**config.mk**
```make
export PLATFORM = sky130hd
export DESIGN_NAME = input_arbiter
export DESIGN_NICKNAME = d
export VERILOG_FILES = /design/src/rtl/input_arbiter.sv
export SDC_FILE = /design/constraint.sdc
export NUM_CORES = 1
export LEC_CHECK = 0
export ABC_AREA = 1
export CORE_ASPECT_RATIO = 1.4
export CORE_MARGIN = 3
export CORE_UTILIZATION = 35
export CTS_CLUSTER_DIAMETER = 30
export DETAILED_ROUTE_END_ITERATION = 16
export SLEW_MARGIN = 40
export SYNTH_ARGS = -nofsm -noshare
export SYNTH_HDL_FRONTEND = slang
export SYNTH_SLANG_ARGS = --single-unit
```
**constraint.sdc**
```tcl
create_clock -name clk -period 7.3 [get_ports clk]
set_input_delay 0.73 -clock clk [delete_from_list [all_inputs] [get_ports clk]]
set_output_delay 0.73 -clock clk [all_outputs]
set_load 0.01 [all_outputs]
```
**src/rtl/input_arbiter.sv**
```systemverilog
// input_arbiter: per-input packet FIFOs with round-robin selection feeding the XY routing stage.
// Optional macro ARB_PRIORITY_LOCAL_EN gives input 0 (local) strict priority over the mesh inputs.
module input_arbiter #(
    parameter int PL         = 8,
    parameter int REN        = 5,
    parameter int CS         = 2,
    parameter int FIFO_DEPTH = 4
) (
    input  logic                   clk,
    input  logic                   rst_n,
    input  logic [0:REN-1][0:PL-1] in_packets,
    output logic [0:REN-1]         in_ready,
    input  logic                   stall,
    output logic [0:PL-1]          from_arbiter,
    output logic [$clog2(REN)-1:0] grant_id
);

    localparam int GW = $clog2(REN);
    localparam int AW = $clog2(FIFO_DEPTH);
    localparam int CW = AW + 1;
    localparam logic [GW-1:0] LAST_IDX = GW'(REN - 1);
    localparam logic [CW-1:0] FULL_CNT = CW'(FIFO_DEPTH);

    if ((FIFO_DEPTH < 2) || ((FIFO_DEPTH & (FIFO_DEPTH - 1)) != 0)) begin : g_bad_depth
        $error("input_arbiter: FIFO_DEPTH must be a power of 2 and at least 2");
    end
    if (PL < (1 + 2 * CS)) begin : g_bad_pl
        $error("input_arbiter: PL too small for valid bit plus two coordinates");
    end

    logic [0:PL-1]   mem_r    [0:REN-1][0:FIFO_DEPTH-1];
    logic [AW-1:0]   wr_ptr_r [0:REN-1];
    logic [AW-1:0]   rd_ptr_r [0:REN-1];
    logic [CW-1:0]   count_r  [0:REN-1];
    logic [GW-1:0]   rr_ptr_r;
    logic [0:PL-1]   from_arbiter_r;
    logic [GW-1:0]   grant_id_r;

    logic [0:REN-1]  full_s;
    logic [0:REN-1]  empty_s;
    logic [0:REN-1]  push_s;
    logic [0:REN-1]  pop_s;
    logic            grant_valid_s;
    logic            local_grant_s;
    logic            hit_s;
    logic [GW-1:0]   grant_s;
    logic [GW-1:0]   cand_s;
    logic [0:PL-1]   head_s;

    function automatic logic [GW-1:0] wrap_inc(input logic [GW-1:0] idx);
        logic [GW-1:0] nxt;
        if (idx == LAST_IDX) begin
            nxt = '0;
        end else begin
            nxt = idx + GW'(1);
        end
        return nxt;
    endfunction

    // FIFO status and push qualification, all from registered counts
    always_comb begin
        full_s  = '0;
        empty_s = '0;
        push_s  = '0;
        for (int i = 0; i < REN; i++) begin
            full_s[i]  = (count_r[i] == FULL_CNT);
            empty_s[i] = (count_r[i] == '0);
            // A full FIFO refuses the word even if it is popped this cycle.
            push_s[i]  = in_packets[i][0] && !full_s[i];
        end
    end

    assign in_ready = ~full_s;

    // Round-robin search starting at rr_ptr; optional local-port override
    always_comb begin
        grant_valid_s = 1'b0;
        grant_s       = rr_ptr_r;
        local_grant_s = 1'b0;
        cand_s        = rr_ptr_r;
        hit_s         = 1'b0;
        for (int k = 0; k < REN; k++) begin
            hit_s         = !grant_valid_s && !empty_s[cand_s];
            grant_s       = hit_s ? cand_s : grant_s;
            grant_valid_s = grant_valid_s | hit_s;
            cand_s        = wrap_inc(cand_s);
        end
`ifdef ARB_PRIORITY_LOCAL_EN
        if (!empty_s[0]) begin
            grant_valid_s = 1'b1;
            grant_s       = '0;
            local_grant_s = 1'b1;
        end else begin
            local_grant_s = 1'b0;
        end
`endif
    end

    // Head of the granted FIFO and one-hot pop decode
    always_comb begin
        head_s = mem_r[grant_s][rd_ptr_r[grant_s]];
        pop_s  = '0;
        for (int i = 0; i < REN; i++) begin
            pop_s[i] = grant_valid_s && !stall && (grant_s == GW'(i));
        end
    end

    // FIFO storage; contents need no reset because counts gate every read
    always_ff @(posedge clk) begin
        for (int i = 0; i < REN; i++) begin
            if (push_s[i]) begin
                mem_r[i][wr_ptr_r[i]] <= in_packets[i];
            end
        end
    end

    // FIFO pointers and occupancy counts
    always_ff @(posedge clk or negedge rst_n) begin
        if (!rst_n) begin
            for (int i = 0; i < REN; i++) begin
                wr_ptr_r[i] <= '0;
                rd_ptr_r[i] <= '0;
                count_r[i]  <= '0;
            end
        end else begin
            for (int i = 0; i < REN; i++) begin
                if (push_s[i]) begin
                    wr_ptr_r[i] <= wr_ptr_r[i] + AW'(1);
                end else begin
                    wr_ptr_r[i] <= wr_ptr_r[i];
                end
                if (pop_s[i]) begin
                    rd_ptr_r[i] <= rd_ptr_r[i] + AW'(1);
                end else begin
                    rd_ptr_r[i] <= rd_ptr_r[i];
                end
                case ({push_s[i], pop_s[i]})
                    2'b10:   count_r[i] <= count_r[i] + CW'(1);
                    2'b01:   count_r[i] <= count_r[i] - CW'(1);
                    default: count_r[i] <= count_r[i];
                endcase
            end
        end
    end

    // Output register, grant id and round-robin pointer
    always_ff @(posedge clk or negedge rst_n) begin
        if (!rst_n) begin
            from_arbiter_r <= '0;
            grant_id_r     <= '0;
            rr_ptr_r       <= '0;
        end else if (!stall) begin
            if (grant_valid_s) begin
                from_arbiter_r <= head_s;
                grant_id_r     <= grant_s;
                // Local-priority grants leave the mesh rotation where it was.
                if (!local_grant_s) begin
                    rr_ptr_r <= wrap_inc(grant_s);
                end else begin
                    rr_ptr_r <= rr_ptr_r;
                end
            end else begin
                from_arbiter_r <= '0;
                grant_id_r     <= grant_id_r;
                rr_ptr_r       <= rr_ptr_r;
            end
        end else begin
            from_arbiter_r <= from_arbiter_r;
            grant_id_r     <= grant_id_r;
            rr_ptr_r       <= rr_ptr_r;
        end
    end

    assign from_arbiter = from_arbiter_r;
    assign grant_id     = grant_id_r;

endmodule

```
-- Word-level counts from Yosys, hierarchy flattened
Memory sizes are Yosys's and may differ from the RTL's.
Index checks and enable logic that the tools add are counted.
- register bits after elaboration: 49
- bits in writable memories: 160
- memories: 1
- input bits: 43
- word-level logic and storage cells: 204
- memory list (name ; depth ; bits a word ; read ports ; clocked after Yosys merged registers in ; wr ports ; line ; text):
    mem_r ; 5 ; 32 ; 1 ; 0 ; 5 ; 31 ; logic [0:PL-1] mem_r [0:REN-1][0:FIFO_DEPTH-1];
- eq/ne operators: 23
- bitwise logic cells: 18
- $add $sub $neg: 25
- reduce and logical (&&, ||, !) cells: 46
- order comparisons: 17
- multiplexer cells: 56
- operator list (kind ; count):
    32-bit two-way mux ; 5
    8-bit demux with 2-bit select ; 5
    8-bit two-way mux ; 8
    3-bit by 1-bit adder with 3-bit output (second input constant) ; 10
    3-bit equality test (second input constant) ; 10
    3-bit case mux with 2 select lines ; 5
    3-bit two-way mux ; 9
    4-bit >= comparator (second input constant) ; 6
    3-bit NOT with 4-bit output ; 6
    2-bit by 1-bit adder with 2-bit output (second input constant) ; 10
    1-bit logical AND ; 20
    3-bit >= comparator (second input constant) ; 6
    3-bit zero test ; 6
    2-bit NOT with 3-bit output ; 6
    8-bit binary-select mux with 2-bit select ; 1
    1-bit binary-select mux with 3-bit select ; 5
    3-bit by 1-bit < comparator with 1-bit output (second input constant) ; 5
    1-bit two-way mux ; 15
    3-bit by 1-bit subtractor with 3-bit output (second input constant) ; 5
    1-bit zero test ; 14
    2-bit by 1-bit equality test with 1-bit output (second input constant) ; 5
    2-bit equality test (second input constant) ; 5
    2-bit nonzero test ; 5
    2-bit binary-select mux with 3-bit select ; 1
    other kinds (7) ; 12

-- Depth between registers and ports, before layout
- word-level depth: 27
- depth in mapped cells: 33

-- Worst setup path before layout
Ideal clock, no wire load.
- path kind: flip-flop to flip-flop
- start point: register rr_ptr_r[0]
- end point: register count_r[5] in the netlist's numbering
- path slack: 2.858 ns
- stages on the path, launching flop included: 31
- library setup time: 0.131 ns
- path buffers: 1
- data required time: 7.169 ns
- arrival: 4.311 ns
- cells stage by stage: dfrtp_1 > inv_2 > ha_1 > nand2_2 > nand2_4 > ha_1 > nand4_2 > nand2_4 > ha_1 > nor2_1 > nand2_1 > nand2_2 > nand2_2 > nor2_2 > nand2_2 > a21oi_4 > nand3_2 > inv_2 > nand2_1 > nand2_1 > buf_2 > ha_1 > ha_1 > nand2_1 > inv_1 > ha_1 > inv_1 > fa_1 > a21oi_1 > o21ai_0 > xor2_1
- longest elaborated chain between the ends: 22
- RTL lines (element ; line ; text):
    start, declared ; 35 ; logic [GW-1:0] rr_ptr_r;
    start signal, assigned ; 158 ; rr_ptr_r <= wrap_inc(grant_s);
    start signal, assigned ; 160 ; rr_ptr_r <= rr_ptr_r;
    start signal, assigned ; 165 ; rr_ptr_r <= rr_ptr_r;
    branches (longest 17 deep; another with 3-bit by 1-bit adder with 3-bit output) ; n/a ;
    3-bit two-way mux * ; 84 ; grant_s = hit_s ? cand_s : grant_s;
    via grant_s[1] ; 46 ; logic [GW-1:0] grant_s;
    3-bit by 2-bit equality test with 1-bit output * ; 104 ; pop_s[i] = grant_valid_s && !stall && (grant_s == GW'(i));
    1-bit logical AND * ; 104 ;
    via pop_s, one bit ; 42 ; logic [0:REN-1] pop_s;
    2-bit by 1-bit equality test with 1-bit output / 2-bit equality test (equally long branches) ; 137 ; case ({push_s[i], pop_s[i]})
    3-bit case mux with 2 select lines / 2-bit nonzero test (equally long branches) ; n/a ;
    end signal, assigned by index ; 138 ; 2'b10: count_r[i] <= count_r[i] + CW'(1);
    end signal, assigned by index ; 139 ; 2'b01: count_r[i] <= count_r[i] - CW'(1);
    end signal, assigned by index ; 140 ; default: count_r[i] <= count_r[i];
    end, declared ; 34 ; logic [CW-1:0] count_r [0:REN-1];
Mark *: on every way through the listed nets, which the timed path passes. The select of a mux whose other input is x is not followed.
A chain may end at the register's enable or synchronous reset.

-- Worst setup path in the final report
- start point: register rr_ptr_r[0]
- end point: register count_r[8] in the netlist's numbering
- longest elaborated chain between the ends: 22
- RTL lines (element ; line):
    branches (longest 19 deep; another with 3-bit by 1-bit adder with 3-bit output) ; n/a
    1-bit logical AND * ; 104
    via pop_s, one bit ; 42
    2-bit by 1-bit equality test with 1-bit output / 2-bit equality test (equally long branches) ; 137
    3-bit case mux with 2 select lines / 2-bit nonzero test (equally long branches) ; n/a
Marks and branches as above.

==> results.py <==
metrics = {
    "route": {
        "post_drt_via_cell_ratio": 4.805,
        "wl_um": 27410,
        "vias": 7572,
        "drc": 0,
        "wl_per_cell_um": 17.39,
        "drtPass1Iterations": 5,
        "dr.first_iter.drc_count": 532,
        "drtAntennaViolNets": 0,
    },
    "sta": {
        "period_needed_ns": 5.604,
        "hold_viol": 0,
        "skew_ns": 0.01353,
        "max_clock_freq_mhz": 178.4,
        "fin_tns_setup_ns": 0,
        "post-route-period-util_pct": 76.77,
        "relSlewSlack_pct": 48.25,
        "tightestPinTransition_ns": 0.7734,
        "maxSlewViolCount": 0,
        "finalWorstSetupSlack_ns": 1.696,
        "finalSetupViolations": 0,
        "rsz0062_at_grt": "no",
    },
    "clock_network": {
        "post-cts-setup-buffer-count": 0,
        "cts.sinks": 209,
        "cts_hold_buf": 0,
        "cts-resized-gates": 0,
        "htreeDepth": 1,
        "cts.clk_slew.worst_paths_ns": 0.06,
        "cts-buffers-inserted": 31,
        "tritoncts": "built",
        "cts_max_path_buffers": 3,
        "cts_root_buf": "clkbuf_16",
        "insertion_delay_ns": 0.55,
    },
    "worst_setup_path": {
        "r2r_setup_slack_ns": 1.70,
        "crit_type": "reg -> reg",
        "start_kind": "flip-flop",
        "arrival_ns": 6.02,
        "reg2reg_from": "rr_ptr_r[0]$_DFFE_PN0P_",
        "worstReg2RegEnd": "count_r[8]$_DFFE_PN0P_",
        "required_ns": 7.72,
        "crit_path_max_fanout": 50,
        "worstSetupEndpointType": "flip-flop",
        "r2r_cells": 27,
    },
    "logic_synthesis": {
        "ys_seq_area_share_pct": 57.77,
        "synth_cells": 1105,
        "ys_seq_elements": 209,
        "synth_cell_types": 32,
        "syn_nets": 1190,
        "netlist_area_um2": 10440,
        "syn_area_per_cell_um2": 9.448,
        "ys_warn_count": 0,
    },
    "layout": {
        "drive_above_1_share_pct": 11.04,
        "multi_input_area_um2": 3697,
        "synthToLayoutAreaGrowth_pct": 19.19,
        "fill_cells": 2902,
        "antenna_cells": 0,
        "layout_commonest_cell": "nand2_1",
        "finalNetCount": 1256,
        "final_cell_mix": "343 x nand2_1, 160 x edfxtp_1, 152 x nand3_1",
        "seqCellArea_um2": 6031,
    },
    "run": {
        "max-cap-violations": 0,
    },
    "global_route": {
        "grt_max_degree": 71,
        "grt_pass1_wl_um": 42160,
        "grt_use_total_pct": 16.91,
        "first_global_vias": 7688,
        "antenna_found_initial": 0,
        "grt_remaining_overflow": 0,
    },
    "floorplan": {
        "core_um2": 29260,
        "die_x_um": 152.0,
        "initial_core_util_pct": 35.68,
        "die_y_um": 210.4,
        "rows": 74,
        "ios": 59,
        "die_area_um2": 31970,
    },
    "placement": {
        "pre_cts_ws_ns": 1.728,
        "portBuffers": 58,
        "place_congestion": 0.8527,
        "dp_hpwl_um": 20310,
    },
    "status": {
        "run_status": "finished, final reports clean",
    },
    "min_path": {
        "hp-class": "in -> async",
    },
}
[routing by layer]
metal / global-route usage, % / routed length (um) / vias up
li1: - / - / 3703
met1: 18.55 / 10420 / 3618
met2: 32.75 / 14860 / 180
met3: 1.807 / 940 / 71
met4: 7.413 / 1186 / 0
met5: 0 / 0 / -
[sequential cells by signal, indices dropped and copies added, names as in the netlist]
| register | cells |
|---|---|
| count_r | 15 |
| rr_ptr_r | 3 |
| wr_ptr_r | 10 |
| grant_id | 3 |
| rd_ptr_r | 10 |
| from_arbiter | 8 |
| mem_r | 160 |
[stage by stage]
step	util (%)	instance area [um^2]	cells	hold slack [ns]
after floorplan	-	10440	1105	0.4344
after global placement	38.83	11360	1518	0.4615
after detailed placement	38.90	11380	1518	0.4608
after CTS	42.49	12430	1576	0.3323
after global routing	42.53	12440	1576	0.3727
final	42.53	12440	1576	0.3084
[cells by family after synthesis]
kind of cell,Yosys count,share of synthesized area [%]
adder cells (fa/ha/maj),42,5.393
AO/OA/AOI/OAI,33,1.714
AND/OR/NAND/NOR,614,25.90
flip-flops,209,57.77
buffers and inverters,182,7.131
XOR/XNOR,25,2.097
[worst max path at each step]
stage / endpoint / cells after the start / startpoint
after floorplan: count_r[5]$_DFFE_PN0P_ / 30 / rr_ptr_r[0]$_DFFE_PN0P_
after global placement: count_r[8]$_DFFE_PN0P_ / 27 / rr_ptr_r[0]$_DFFE_PN0P_
after detailed placement: count_r[8]$_DFFE_PN0P_ / 27 / rr_ptr_r[0]$_DFFE_PN0P_
after CTS: count_r[8]$_DFFE_PN0P_ / 27 / rr_ptr_r[0]$_DFFE_PN0P_
after global routing: count_r[8]$_DFFE_PN0P_ / 25 / rr_ptr_r[0]$_DFFE_PN0P_
final: count_r[8]$_DFFE_PN0P_ / 27 / rr_ptr_r[0]$_DFFE_PN0P_
[Yosys cell counts]
cell	count	area, um^2
o211ai_1	1	7.510
nand4_1	7	43.79
nor2_1	52	195.2
xnor2_1	6	52.55
buf_6	4	45.04
xor2_1	19	166.4
a21oi_1	11	55.05
nand2_4	3	33.78
clkbuf_1	7	26.28
nand2_2	16	100.1
clkinv_1	1	3.750
o21ai_1	3	15.01
buf_4	2	15.01
or2_2	20	125.1
nand4_2	2	25.02
o21ai_0	17	85.08
nand3_2	2	20.02
fa_1	5	100.1
or2_1	13	81.33
nand3_1	152	760.7
nand3b_1	1	7.510
edfxtp_1	160	4805
ha_1	37	462.9
a21oi_4	1	16.27
dfrtp_1	49	1226
buf_2	19	95.09
nor2_2	1	6.260
nand2_1	343	1287
inv_1	140	525.5
and2_1	1	6.260
inv_2	9	33.78
nor2_4	1	11.26
[cell type report]
class	count	area share [%]
Sequential cell	209	48.47
Timing Repair Buffer	65	5.048
Inverter	150	4.525
Clock buffer	31	6.234
Multi-Input combinational cell	714	29.71
Tap cell	380	3.821
Clock inverter	27	2.192
[critical path: stages (launching register included)]
cell	delay (ns)
dfrtp_1	0.50
inv_2	0.13
ha_1	0.25
nand2_2	0.11
nand2_4	0.10
ha_1	0.22
nand4_2	0.14
nand2_4	0.11
ha_1	0.22
nor2_1	0.09
nand2_1	0.07
nand2_2	0.11
nand2_2	0.09
nor2_2	0.13
nand2_2	0.11
a21oi_4	0.22
nand4_1	0.47
nand2_2	0.45
buf_4	0.51
ha_1	0.25
nand2_1	0.09
inv_1	0.09
ha_1	0.13
inv_1	0.06
fa_1	0.37
a21oi_1	0.15
o21ai_0	0.12
xor2_1	0.16
Power is not shown: default switching activity piles up to over one toggle a cycle in this logic, so the estimate is an artifact.
